[src/rtl/modn_updown_counter.sv]
// Modulo-N up/down digit counter with clear, parallel load, count enable and
// cascade outputs (combinational terminal count, registered carry/borrow pulses).
module modn_updown_counter #(
    parameter int unsigned MODULUS = 6,
    parameter int unsigned WIDTH   = $clog2(MODULUS)
) (
    input  logic             clk,
    input  logic             reset,
    input  logic             clear,
    input  logic             load,
    input  logic [WIDTH-1:0] load_value,
    input  logic             en,
    input  logic             down,
    output logic [WIDTH-1:0] count,
    output logic             tc,
    output logic             carry,
    output logic             borrow,
    output logic             load_err
);

    localparam logic [WIDTH-1:0] MAX_COUNT   = WIDTH'(MODULUS - 1);
    // One extra bit so MODULUS itself is representable when 2^WIDTH == MODULUS.
    localparam logic [WIDTH:0]   MODULUS_EXT = (WIDTH + 1)'(MODULUS);

    logic at_max;
    logic at_zero;
    logic load_ok;

    // Wrap detection on the current (pre-step) value.
    always_comb begin
        at_max  = (count == MAX_COUNT);
        at_zero = (count == '0);
        load_ok = ({1'b0, load_value} < MODULUS_EXT);
        tc      = en & ~clear & ~load & ((~down & at_max) | (down & at_zero));
    end

    // Priority: clear > load > en > hold; carry/borrow are one-cycle pulses.
    always_ff @(posedge clk or posedge reset) begin
        if (reset) begin
            count    <= '0;
            carry    <= 1'b0;
            borrow   <= 1'b0;
            load_err <= 1'b0;
        end else begin
            carry  <= 1'b0;
            borrow <= 1'b0;
            if (clear) begin
                count    <= '0;
                load_err <= 1'b0;
            end else if (load) begin
                if (load_ok) begin
                    count <= load_value;
                end else begin
                    count    <= '0;
                    load_err <= 1'b1;
                end
            end else if (en) begin
                if (!down) begin
                    if (at_max) begin
                        count <= '0;
                        carry <= 1'b1;
                    end else begin
                        count <= count + WIDTH'(1);
                    end
                end else begin
                    if (at_zero) begin
                        count  <= MAX_COUNT;
                        borrow <= 1'b1;
                    end else begin
                        count <= count - WIDTH'(1);
                    end
                end
            end
        end
    end

endmodule
[config.mk]
export PLATFORM = sky130hd
export DESIGN_NAME = modn_updown_counter
export DESIGN_NICKNAME = d
export VERILOG_FILES = /design/src/rtl/modn_updown_counter.sv
export SDC_FILE = /design/constraint.sdc
export NUM_CORES = 1
export LEC_CHECK = 0
export BUFFER_PORTS_ARGS = -buffer_cell sky130_fd_sc_hd__buf_2
export CORE_AREA = 3 3 40 42
export DETAILED_ROUTE_END_ITERATION = 8
export DIE_AREA = 0 0 43 45
export PLACE_DENSITY_LB_ADDON = 0.15
export REMOVE_ABC_BUFFERS = 1
export SLEW_MARGIN = 20
export SYNTH_ARGS = -nofsm -noshare
export SYNTH_HDL_FRONTEND = slang
export SYNTH_SLANG_ARGS = --single-unit
export TNS_END_PERCENT = 30
[constraint.sdc]
create_clock -name clk -period 1.2 [get_ports clk]
set_input_delay 0.24 -clock clk [delete_from_list [all_inputs] [get_ports clk]]
set_output_delay 0.24 -clock clk [all_outputs]
set_load 0.02 [all_outputs]
# After elaboration in Yosys (flattened, before gate mapping)
# Cells that the tools add are included.
dict set report word_totals {
  ff_bits 6
  input_bits 9
  output_inout_bits 7
  word_cells 42
}
dict set report op_classes {
  addsub 2
  magnitude_cmp 1
  n_eq_ne 2
  mux 20
  bitwise 9
  reduce_logical 4
}
# operator count
set ops {}
lappend ops {{two-way mux 3 bit} 7}
lappend ops {{two-way mux 1 bit} 13}
lappend ops {{bitwise AND 1 bit} 5}
lappend ops {{adder 3 x 1 -> 3 bit (second input constant)} 1}
lappend ops {{== test 3 bit (second input constant)} 1}
lappend ops {{zero test 3 bit} 1}
lappend ops {{< comparator 3 bit (second input constant)} 1}
lappend ops {{NOT 1 bit} 3}
lappend ops {{nonzero test 3 bit} 1}
lappend ops {{subtractor 3 x 1 -> 3 bit (second input constant)} 1}
lappend ops {{!= test 2 bit (second input constant)} 1}
lappend ops {{AND reduction 2 bit} 1}
lappend ops {{nonzero test 2 bit} 1}
lappend ops {{bitwise OR 1 bit} 1}

# Longest topological paths before layout
# Gate-level depths: netlist of run 1.
dict set report logic_depth {
  ltp_word 6
  ltp_mapped 4
  mapped_depth_nobuf 3
}

# Worst setup path before layout of run 1
# OpenSTA, ideal clock, no wires.
dict set report synth_timing {
  kind {flip-flop to output port}
  from {register count[0]}
  to {output tc}
  arrival_time_ns 1.339
  t_required_ns 0.960
  slack_ns -0.379
  stages_incl_launch_ff 5
  path_buffers 1
  path_cell_list {dfrtp_1 buf_2 nand3b_1 o21a_1 nor3_1}
}
dict set report synth_via {
  elab_chain_cells 4
  elab_cells_between_ends 6
}
# element line_no
set synth_lines {}
lappend synth_lines {{from (decl)} 14} ;# output logic [WIDTH-1:0] count,
lappend synth_lines {{from (signal assigned)} 52} ;# count <= load_value;
lappend synth_lines {{from (signal assigned)} 63} ;# count <= count + WIDTH'(1);
lappend synth_lines {{from (signal assigned)} 70} ;# count <= count - WIDTH'(1);
lappend synth_lines {{== test 3 bit / zero test 3 bit (equally long branches)} {31, 32}}
lappend synth_lines {{bitwise AND 1 bit} 34} ;# tc = en & ~clear & ~load & ((~down & at_max) | (down & at_zero));
lappend synth_lines {{bitwise OR 1 bit *} 34}
lappend synth_lines {{bitwise AND 1 bit *} 34}
lappend synth_lines {{to (decl)} 15} ;# output logic tc,
# Every way passes the cells marked *; elsewhere a longest branch is shown, timed or not.

# Worst setup path in the final report of run 1
dict set report layout_timing {
  from {register count[2]}
  to {output tc}
}
# The elaborated chain is that of the path after synthesis.

==> summary.md, run 1 <==
| Metric | Value |
|---|---|
| Outcome | finished, violations left |
| Failing checks | setup timing |
| Top-area cell type share of the netlist area | between 30% and 40% |
| Vias per cell | around 4.7 |
| Fin area | between 500 and 600 sq um |
| Syn_area_per_cell | 8.90 sq um |
| Core area | between 1000 and 1500 sq um |
| Worst path max stage delay | just under 400 ps |
| Pwr/cell area | between 900 and 1000 nW/um^2 |
| Row cnt | 13 |
| Netlist cell types | 24 |
| Htree depth | 1 |
| DR pass1 iterations | 2 |
| Root Buffer | clkbuf_4 |
| DRT antenna net count | 0 |
| Startpoint Class | register |
| Reg power frac | 40.0% |
| Worst-path clk slew | roughly 50 ps |
| Clock Tree Buf Depth | 2 |
| Commonest non-fill, non-tap cell in the layout | buf_2 |
| Worst path cell trace | nand2b_4 -> o21a_1 -> nor3_2 -> buf_4 |
| NetSw | ~0.16 mW |
| Total gr overflow | 0 |
| Placed cell areas | ~520 sq um |
| I/O pins | 16 |
| Post-layout util | 45.3% |
| Largest net degree at the start of global routing | 11 |
| Req. time, crit path | ~960 ps |
| CP startpoint | count[2] |
| Slowest CP cell | dfrtp_1 |
| Hold Path Class | in -> reg |
| Clock power share | between 30 and 40% |
| Final worst slack | -249 ps |
| Final nets | 79 |
| CTS tree | done |
| Die ar. | 1940 sq um |
| Fin Hold WS | about 240 ps |
| DR vias | 388 |
| Final Hold Fails | 0 |
| Post-DR wirelength/cell | ~11 um |
| Synth area leader | dfrtp_1 |
| Die Wd | 43 um |
| Max-slew violations | 0 |
| Clock sinks | 6 |
| Sequential fraction of the synthesis area | around two fifths |
| Slew headroom | between 80% and 90% |
| Reg2reg setup slack | -10 ps |
| IO Port Bufs | 15 |
| Cells on worst reg2reg path | 4 |
| CTS Buf Count | 3 |
| Max Cap Violations | 0 |
| Logic pwr share | around 27% |
| Worst-Margin Slew | roughly 210 ps |
| WHS Path Cells | 3 |
| Register bit total from synthesis | 6 |
| Area contributors post-synth | dfrtp_1 (39%), nand2_1 (4.9%), nor2_1 (4.9%) |
| Worst r2r src | count[2] |
| Drt initial violations | 3 |
| Worst setup EP type | primary output |
| Crit path to | tc |
| ANT cells | 0 |
| Area grow syn2layout | 52.0% |
| GRT Util Overall | about an eighth |
| Leakage power | between 0.2 and 0.3 nW |
| Initial antenna violation count | 0 |
| Vias in the first global route | about 360 |
| DP HPWL | between 700 and 800 um |
| Routed WL | around 940 um |
| Crit path max fanout | 3 |
| Skew final | about 7.3 ps |
| Synthesized instance count | between 40 and 50 |
| Post-route clock period utilization | 121% |
| Share of post-route cells with drive strength above 1 | between 40 and 50% |
| First-pass GRT wire length | about 1.6 mm |
| Worst VDD drop | 0.501 mV |
| Switching part of the total | about 28% |
| Final RePlAce weighted congestion | 0.683 |
| Mapped Area | ~380 sq um |
| Post-CTS setup buffers | 0 |
| # DRC | 0 |
| Critical path data arrival time | 1210 ps |
| Terminus of the critical flop-to-flop path | count[2] |
| Die H | 45 um |
| Clock Latency Late Sink | ~250 ps |
| Max Freq | approximately 0.7 GHz |
| Initial core utilization | between 20% and 30% |
| Most frequent cells in the layout | buf_2 (13), buf_4 (9), nor2_1 (5), nand2_1 (5), dfrtp_1 (5) |
| Yosys warns | 0 |
| Tmin final | roughly 1400 ps |
| RSZ-0062 raised after global routing | true |
| Final Setup Violations | 2 |
| CP Class | reg -> out |
| Int Pwr | 0.404 mW |
cells by family after synthesis:
family	Yosys count	share of synthesized area, %
compound gates	11	22.9
xor+xnor	1	2.29
buf+inv	5	7.52
flops	6	39.2
mux	1	2.61
simple gates	19	25.5
synthesized netlist by cell type:
master,n
dfrtp_1,6
nand2_1,5
nor2_1,5
a211oi_1,2
a31oi_1,2
buf_2,2
inv_1,2
nand3b_1,2
nor3_1,2
a211o_1,1
a21bo_2,1
a21o_1,1
a21oi_1,1
buf_6,1
mux2i_1,1
nand2b_1,1
nor2b_1,1
nor3b_1,1
nor4_1,1
o21a_1,1
o31ai_2,1
o32ai_1,1
or3b_1,1
xor2_1,1
worst min path at each step:
| stage | startpoint | endpoint | slack [ps] |
|---|---|---|---|
| after global routing | load_value[0] | count[0] | 240 |
| after global placement | reset | borrow | 160 |
| final | load_value[0] | count[0] | 240 |
| after detailed placement | reset | carry | 160 |
| after floorplan | reset | borrow | 30 |
| after CTS | load_value[0] | count[0] | 240 |
layout make-up:
cell class | count | area [sq um]
Sequential cell | 6 | 151
Fill cell | 128 | 703
Tap cell | 15 | 18.8
Clock buffer | 3 | 22.5
Multi-Input combinational cell | 32 | 216
Inverter | 2 | 7.51
Timing Repair Buffer | 25 | 165
timing repair:
| action | 4_1_cts | 5_1_grt |
|---|---|---|
| hold buffers | 1 | 0 |
| gates resized for setup | 5 | 2 |
| pin swaps | 0 | 0 |
| setup endpoints to repair | 4 | 5 |
| endpoints found under the hold margin | 6 | 0 |
registers in the layout (all words and copies together), names as in the netlist:
| register | count |
|---|---|
| count | 3 |
| borrow | 1 |
| carry | 1 |
| load_err | 1 |
metal layers:
layer	GRT usage, %	up-vias	part of all wire, %
li1	-	205	-
met1	14.7	167	44
met2	17.1	16	48
met3	5.98	0	8.2
met4	5.42	0	0
met5	0	-	0
power by group through the flow:
stage | Sequential (mW) | Clock [mW] | Combinational (mW)
floorplan | 0.242 | 0 | 0.0529
global placement | 0.226 | 0 | 0.140
detailed placement | 0.227 | 0 | 0.139
CTS | 0.225 | 0.194 | 0.152
global route | 0.227 | 0.218 | 0.167
finish | 0.225 | 0.187 | 0.151
critical path: cells and delay by family (launching register included):
kind,cells,cell delay (ps)
buffers and inverters,1,160
AO/OA/AOI/OAI,1,170
flip-flops,1,390
AND/OR/NAND/NOR,2,250
metrics by stage:
stage / std cells / setup TNS [ps] / setup slack, ps / total power, mW
after floorplan: 40 / -354 / -354 / 0.295
after global placement: 79 / -11.8 / -11.8 / 0.366
after detailed placement: 79 / -57.1 / -57.1 / 0.366
after CTS: 83 / -307 / -295 / 0.571
after global routing: 83 / -503 / -321 / 0.612
final: 83 / -258 / -249 / 0.564
No activity file was read; power rests on OpenSTA's default activity.
==> run 2: changes to the inputs <==
PLACE_DENSITY = 0.57   (was default)
PLACE_DENSITY_LB_ADDON = default   (was 0.15)
==> summary.md, run 2 (synthesis results as in run 1) <==
| Metric | Value |
|---|---|
| Outcome | finished, violations left |
| Failing checks | setup timing |
| CP bufs+invs | 1 (unchanged) |
| CP Class | reg -> out |
| Terminus of the critical flop-to-flop path | count[2] |
| Metal-1 WL | 450 um (+8.2%) |
| CTS Buf Count | 3 (unchanged) |
| Largest net degree at the start of global routing | 11 (unchanged) |
| Post-route clock period utilization | 120% (-0.92 points) |
| WHS Path Cells | 3 (unchanged) |
| Max Used Layer | met3 |
| Clock sinks | 6 (unchanged) |
| Max Cap Violations | 0 (unchanged) |
| Htree depth | 1 (unchanged) |
| DR vias | 406 (+4.6%) |
| Max FFs per register | 3 (unchanged) |
| GRT Util Overall | 10.7% (-1.2 points) |
| DR pass1 iterations | 3 (+1) |
| # DRC | 0 (unchanged) |
| Die Wd | 43 um (unchanged) |
| Initial core utilization | 29.8% (unchanged) |
| Final Hold Fails | 0 (unchanged) |
| Leakage power | 0.305 nW (+2.2%) |
| Vias in the first global route | 363 (+1.1%) |
| Area grow syn2layout | 56.5% |
| Cells on worst reg2reg path | 5 (+1) |
| Total gr overflow | 0 (unchanged) |
| Register Area | 151 sq um (unchanged) |
| Reg2reg setup slack | -60 ps (-50 ps) |
| Clock Latency Late Sink | 240 ps (about the same) |
| Core area | 1280 sq um (unchanged) |
| WHS Endpoint | count[0] |
| Req. time, crit path | 960 ps (about the same) |
| Tmin final | 1440 ps (-11.1 ps) |
| Fin Hold WS | 255 ps (+11.5 ps) |
| Worst path cell trace | nand2b_4 -> o21a_1 -> nor3_2 -> buf_4 |
| Die H | 45 um (unchanged) |
| Max-slew violations | 0 (unchanged) |
| Hold path start | load_value[0] |
| CTS tree | done |
| Worst-path clk slew | 40 ps (about the same) |
| Worst r2r src | count[2] |
| Final Setup Violations | 4 (+2) |
| Final nets | 80 (+1.3%) |
| Vias per cell | 4.83 (+3.4%) |
| Pwr/cell area | 932 nW/um^2 (-3.9%) |
| Worst-Margin Slew | 235 ps (+20.9 ps) |
| Initial antenna violation count | 0 (unchanged) |
| Hold Path Class | in -> reg |
| Post-layout util | 46.6% (+1.4 points) |
| Critical path data arrival time | 1200 ps (about the same) |
| CP delay by family, top | flip-flops |
| Crit path max fanout | 3 (unchanged) |
| DRT antenna net count | 0 (unchanged) |
| IO Port Bufs | 15 (unchanged) |
| Worst setup EP type | primary output |
| # placed instances | 78 (-1.3%) |
| Row cnt | 13 (unchanged) |
| Worst path max stage delay | 390 ps (about the same) |
| Fillcell total | 132 (+3.1%) |
| Final RePlAce weighted congestion | 0.700 (+2.6%) |
| Non-filler instance count after layout | 84 (+1.2%) |
| DP HPWL | 724 um (-4.1%) |
| Biggest register | count |
| Setup TNS | -364 ps (-106 ps) |
| Die ar. | 1940 sq um (unchanged) |
| Routed wl met3 | 70 um (-9.1%) |
| Skew final | 3.78 ps (-3.55 ps) |
| Final worst slack | -238 ps (+11.1 ps) |
| First-pass GRT wire length | 1.52 mm (-6.4%) |
| ANT cells | 0 (unchanged) |
| Most frequent cells in the layout | buf_2 (12), buf_4 (9), nor2_1 (5), nand2_1 (5), dfrtp_1 (5) |
| Slowest CP cell | dfrtp_1 |
| Startpoint Class | register |
| Commonest non-fill, non-tap cell in the layout | buf_2 |
| Routed WL | 910 um (-3.6%) |
| Max Freq | 0.696 GHz (+0.77%) |
| Share of post-route cells with drive strength above 1 | 47.8% (+0.77 points) |
| Slew headroom | 84.3% (-1.3 points) |
| Root Buffer | clkbuf_4 |
| RSZ-0062 raised after global routing | true |
| Post-DR wirelength/cell | 10.8 um (-4.7%) |
| Multi-input logic area | 216 sq um (unchanged) |
| Drt initial violations | 2 (-1) |
| Worst VDD drop | 0.430 mV (-14%) |
| Met2 WL | 389 um (-14%) |
| Clock Tree Buf Depth | 2 (unchanged) |
| I/O pins | 16 (unchanged) |
## run 2: cell count changes in the layout (fill, tap and decap cells not counted), sizes merged
cell	delta
buf	+1
## run 2: cell type report
type	instances	share of cell area [%]
Multi-Input combinational cell	32	36.1
Inverter	2	1.25
Timing Repair Buffer	26	30.5
Clock buffer	3	3.76
Tap cell	15	3.13
Sequential cell	6	25.3
## run 2: report_power, final
group	leakage [nW]	internal [mW]	switching (mW)	total, mW
registers	0.0796	0.213	0.0113	0.224
clock network	0.0138	0.112	0.0607	0.173
logic	0.212	0.0840	0.0769	0.161
## run 2: layer usage
| metal | vias to the layer above | track usage, % |
|---|---|---|
| met2 | 11 | 15.3 |
| met4 | 0 | 3.61 |
| li1 | 208 | - |
| met1 | 187 | 14.3 |
| met3 | 0 | 4.78 |
| met5 | - | 0 |
## run 2: worst register-to-register path: stages, from the launching register on
cell     delay (ps)
dfrtp_1         360
buf_4           120
buf_6           110
or3b_1          340
a21o_1          180
o31ai_2          60
## run 2: how the worst max path moves through the flow
stage                         from  end  cells after the start
after floorplan           count[2]   tc                      3
after global placement    count[2]   tc                      4
after detailed placement  count[2]   tc                      4
after CTS                 count[2]   tc                      4
after global routing      count[2]   tc                      4
final                     count[2]   tc                      4
## run 2: timing repair
action / CTS / global route
buffers inserted: 1 / 1
hold endpoints to repair: 6 / 0
resized for setup: 4 / 6
endpoints found under the setup margin: 4 / 5
hold buffers: 1 / 0
pin swaps: 1 / 0
## run 2: through the flow
| step | instance area [sq um] | setup WS (ps) | power, mW |
|---|---|---|---|
| 2_1_floorplan | 362 | -354 | 0.295 |
| 3_3_place_gp | 515 | -10.8 | 0.360 |
| 3_5_place_dp | 515 | -58.3 | 0.362 |
| 4_1_cts | 572 | -291 | 0.555 |
| 5_1_grt | 599 | -292 | 0.598 |
| 6_report | 599 | -238 | 0.558 |
==> run 3: changes to the inputs <==
ABC_AREA = 1   (was default)
==> summary.md, run 3 <==
| Metric | Value |
|---|---|
| Most common cell in the netlist | nand2_1 |
| Initial antenna violation count | 0 (unchanged) |
| I/O pins | 16 (unchanged) |
| Routed WL | 976 um (+7.3%) |
| Fin Hold WS | 236 ps (-19.3 ps) |
| M2 GR Usage | 21.0% (+5.7 points) |
| Largest net degree at the start of global routing | 8 (-3) |
| Yosys warns | 0 (unchanged) |
| Reg2reg setup slack | -30 ps (+30 ps) |
| Root Buffer | clkbuf_4 |
| Max FFs per register | 3 (unchanged) |
| Mapped Area | 394 sq um (+2.9%) |
| Syn_area_per_cell | 6.46 sq um (-27%) |
| EDFF count, synth | 0 (unchanged) |
| Area contributors post-synth | dfrtp_1 (38%), nand2_1 (25%), inv_1 (7.6%) |
| DP HPWL | 773 um (+6.8%) |
| Worst-path clk slew | 40 ps (about the same) |
| Hold Path Class | in -> reg |
| Final Setup Violations | 4 (unchanged) |
| Pwr/cell area | 1000 nW/um^2 (+7.4%) |
| Initial core utilization | 30.7% (+0.88 points) |
| Synthesized instance count | 61 (+42%) |
| Htree depth | 1 (unchanged) |
| WHS Path Cells | 2 (-1) |
| Skew final | 5.07 ps (+1.29 ps) |
| DR pass1 iterations | 2 (-1) |
| Int Pwr | 0.429 mW (+4.8%) |
| Vias in the first global route | 441 (+21%) |
| Drt initial violations | 4 (+2) |
| Worst-Margin Slew | 290 ps (+55.2 ps) |
| Crit path to | tc |
| Biggest register | count |
| Logic pwr share | 34.8% (+6.0 points) |
| Worst setup EP type | primary output |
| Clock Tree Buf Depth | 2 (unchanged) |
| Commonest non-fill, non-tap cell in the layout | nand2_1 |
| GRT met3 Usage | 7.17% (+2.4 points) |
| Top-area cell type share of the netlist area | 38.1% (-1.1 points) |
| Clock power share | 28.5% (-2.5 points) |
| Max Cap Violations | 0 (unchanged) |
| Reg power frac | 36.7% (-3.5 points) |
| Setup TNS | -493 ps (-129 ps) |
| Cells on worst reg2reg path | 11 (+6) |
| Final worst slack | -303 ps (-65.6 ps) |
| Req. time, crit path | 960 ps (about the same) |
| Post-DR wirelength/cell | 9.30 um (-14%) |
| Worst r2r src | count[0] |
| GRT Util Overall | 12.0% (+1.3 points) |
| IO Port Bufs | 15 (unchanged) |
| Startpoint Class | register |
| DRT antenna net count | 0 (unchanged) |
| Switching part of the total | 30.6% (+3.9 points) |
| RSZ-0062 raised after global routing | true |
| Crit path max fanout | 4 (+1) |
| Total power | 0.618 mW (+11%) |
| Leakage power | 0.369 nW (+21%) |
| Most frequent cells in the layout | nand2_1 (25), buf_2 (12), buf_4 (11) |
| Row cnt | 13 (unchanged) |
| Multi-input logic area | 213 sq um (-1.7%) |
| Fillcell total | 140 (+6.1%) |
| Critical path data arrival time | 1260 ps (+60 ps) |
| Max Freq | 0.665 GHz (-4.4%) |
| Die H | 45 um (unchanged) |
| CP Class | reg -> out |
| Final RePlAce weighted congestion | 0.753 (+7.5%) |
| Worst VDD drop | 0.878 mV (+100%) |
| Post-layout util | 48.1% (+1.5 points) |
| DR vias | 468 (+15%) |
| Synth area leader | dfrtp_1 |
| Final Hold Fails | 0 (unchanged) |
| Register bit total from synthesis | 6 (unchanged) |
| Leading cell types by count after synthesis | nand2_1 (26), inv_1 (8), dfrtp_1 (6), nor2_1 (6), nand3_1 (3) |
| Failing checks | setup timing |
| Terminus of the critical flop-to-flop path | count[1] |
| CTS Buf Count | 3 (unchanged) |
| Clock Latency Late Sink | 240 ps (about the same) |
| Die ar. | 1940 sq um (unchanged) |
| Total gr overflow | 0 (unchanged) |
| Final nets | 101 (+26%) |
| Outcome | finished, violations left |
| CTS tree | done |
| Clock sinks | 6 (unchanged) |
| Die Wd | 43 um (unchanged) |
| Top FF cell, synth | dfrtp_1 |
| Slew headroom | 80.5% (-3.8 points) |
| Core area | 1280 sq um (unchanged) |
| Area grow syn2layout | 56.8% |
| ANT cells | 0 (unchanged) |
| Tmin final | 1500 ps (+65.6 ps) |
| # DRC | 0 (unchanged) |
| Max-slew violations | 0 (unchanged) |
| NetSw | 0.189 mW (+27%) |
| Grt met1 use | 13.4% (-0.87 points) |
| Busiest grt layer | met2 |
| Netlist cell types | 15 (-38%) |
| Sequential fraction of the synthesis area | 38.1% (-1.1 points) |
| Ys async rst share | 100% (unchanged) |
| Share of post-route cells with drive strength above 1 | 41.1% (-6.7 points) |
| Register Area | 151 sq um (unchanged) |
| Vias per cell | 4.46 (-7.8%) |
| Post-route clock period utilization | 125% (+5.5 points) |
| CP startpoint | count[0] |
| First-pass GRT wire length | 1.71 mm (+12%) |
[run 3: cell types whose count changed after synthesis, moves of 2 or more]
cell and change:
nand2_1 +21, inv_1 +6, nand3_1 +3, a211oi_1 -2, buf_2 -2, inv_2 +2, nand3b_1 -2, nor3_1 -2
[run 3: how the worst min path moves through the flow]
stage	startpoint	to	slack, ps
global route	down	carry	230
global placement	reset	load_err	160
floorplan	reset	borrow	30
finish	down	carry	240
detailed placement	reset	count[0]	160
CTS	down	carry	230
[run 3: logic make-up after synthesis]
family          share of synthesized area (%)
compound gates                           7.62
flops                                    38.1
simple gates                             44.8
buf+inv                                  9.52
[run 3: power groups by stage]
stage	combinational [mW]	sequential (mW)	clock [mW]
after floorplan	0.0848	0.247	0
after global placement	0.189	0.228	0
after detailed placement	0.189	0.228	0
after CTS	0.206	0.226	0.186
after global routing	0.242	0.229	0.202
final	0.215	0.227	0.176
[run 3: per-layer routing]
layer  up-vias  share of wire, %
met3         0               8.5
met5         -                 0
met2        14                47
met1       198                45
li1        256                 -
met4         0                 0
[run 3: repair_timing]
item | 4_1_cts | 5_1_grt
setup buffers | 2 | 0
gates resized for setup | 4 | 6
pin swaps | 2 | 0
endpoints found under the hold margin | 6 | 0
endpoints found under the setup margin | 2 | 5
hold buffers | 1 | 0
[run 3: area by class of cell]
cell class	instances	area share, %
flip-flops and latches	6	24.5
inverters	10	6.07
well taps	15	3.04
repair buffers	26	28.3
multi-input cells	45	34.4
clock buffers	3	3.64
[run 3: critical path, stage by stage (launching register included)]
cell and delay (ps):
dfrtp_1 410, inv_2 80, nand3_2 90, nand2_2 80, nand2_2 50, nor4_2 130
buf_4 180
[run 3: per-stage QoR]
stage / instances / cell area (sq um) / setup WS [ps]
after floorplan: 61 / 394 / -260
after global placement: 99 / 548 / -60.7
after detailed placement: 99 / 548 / -72.5
after CTS: 105 / 602 / -319
after global routing: 105 / 618 / -452
final: 105 / 618 / -303
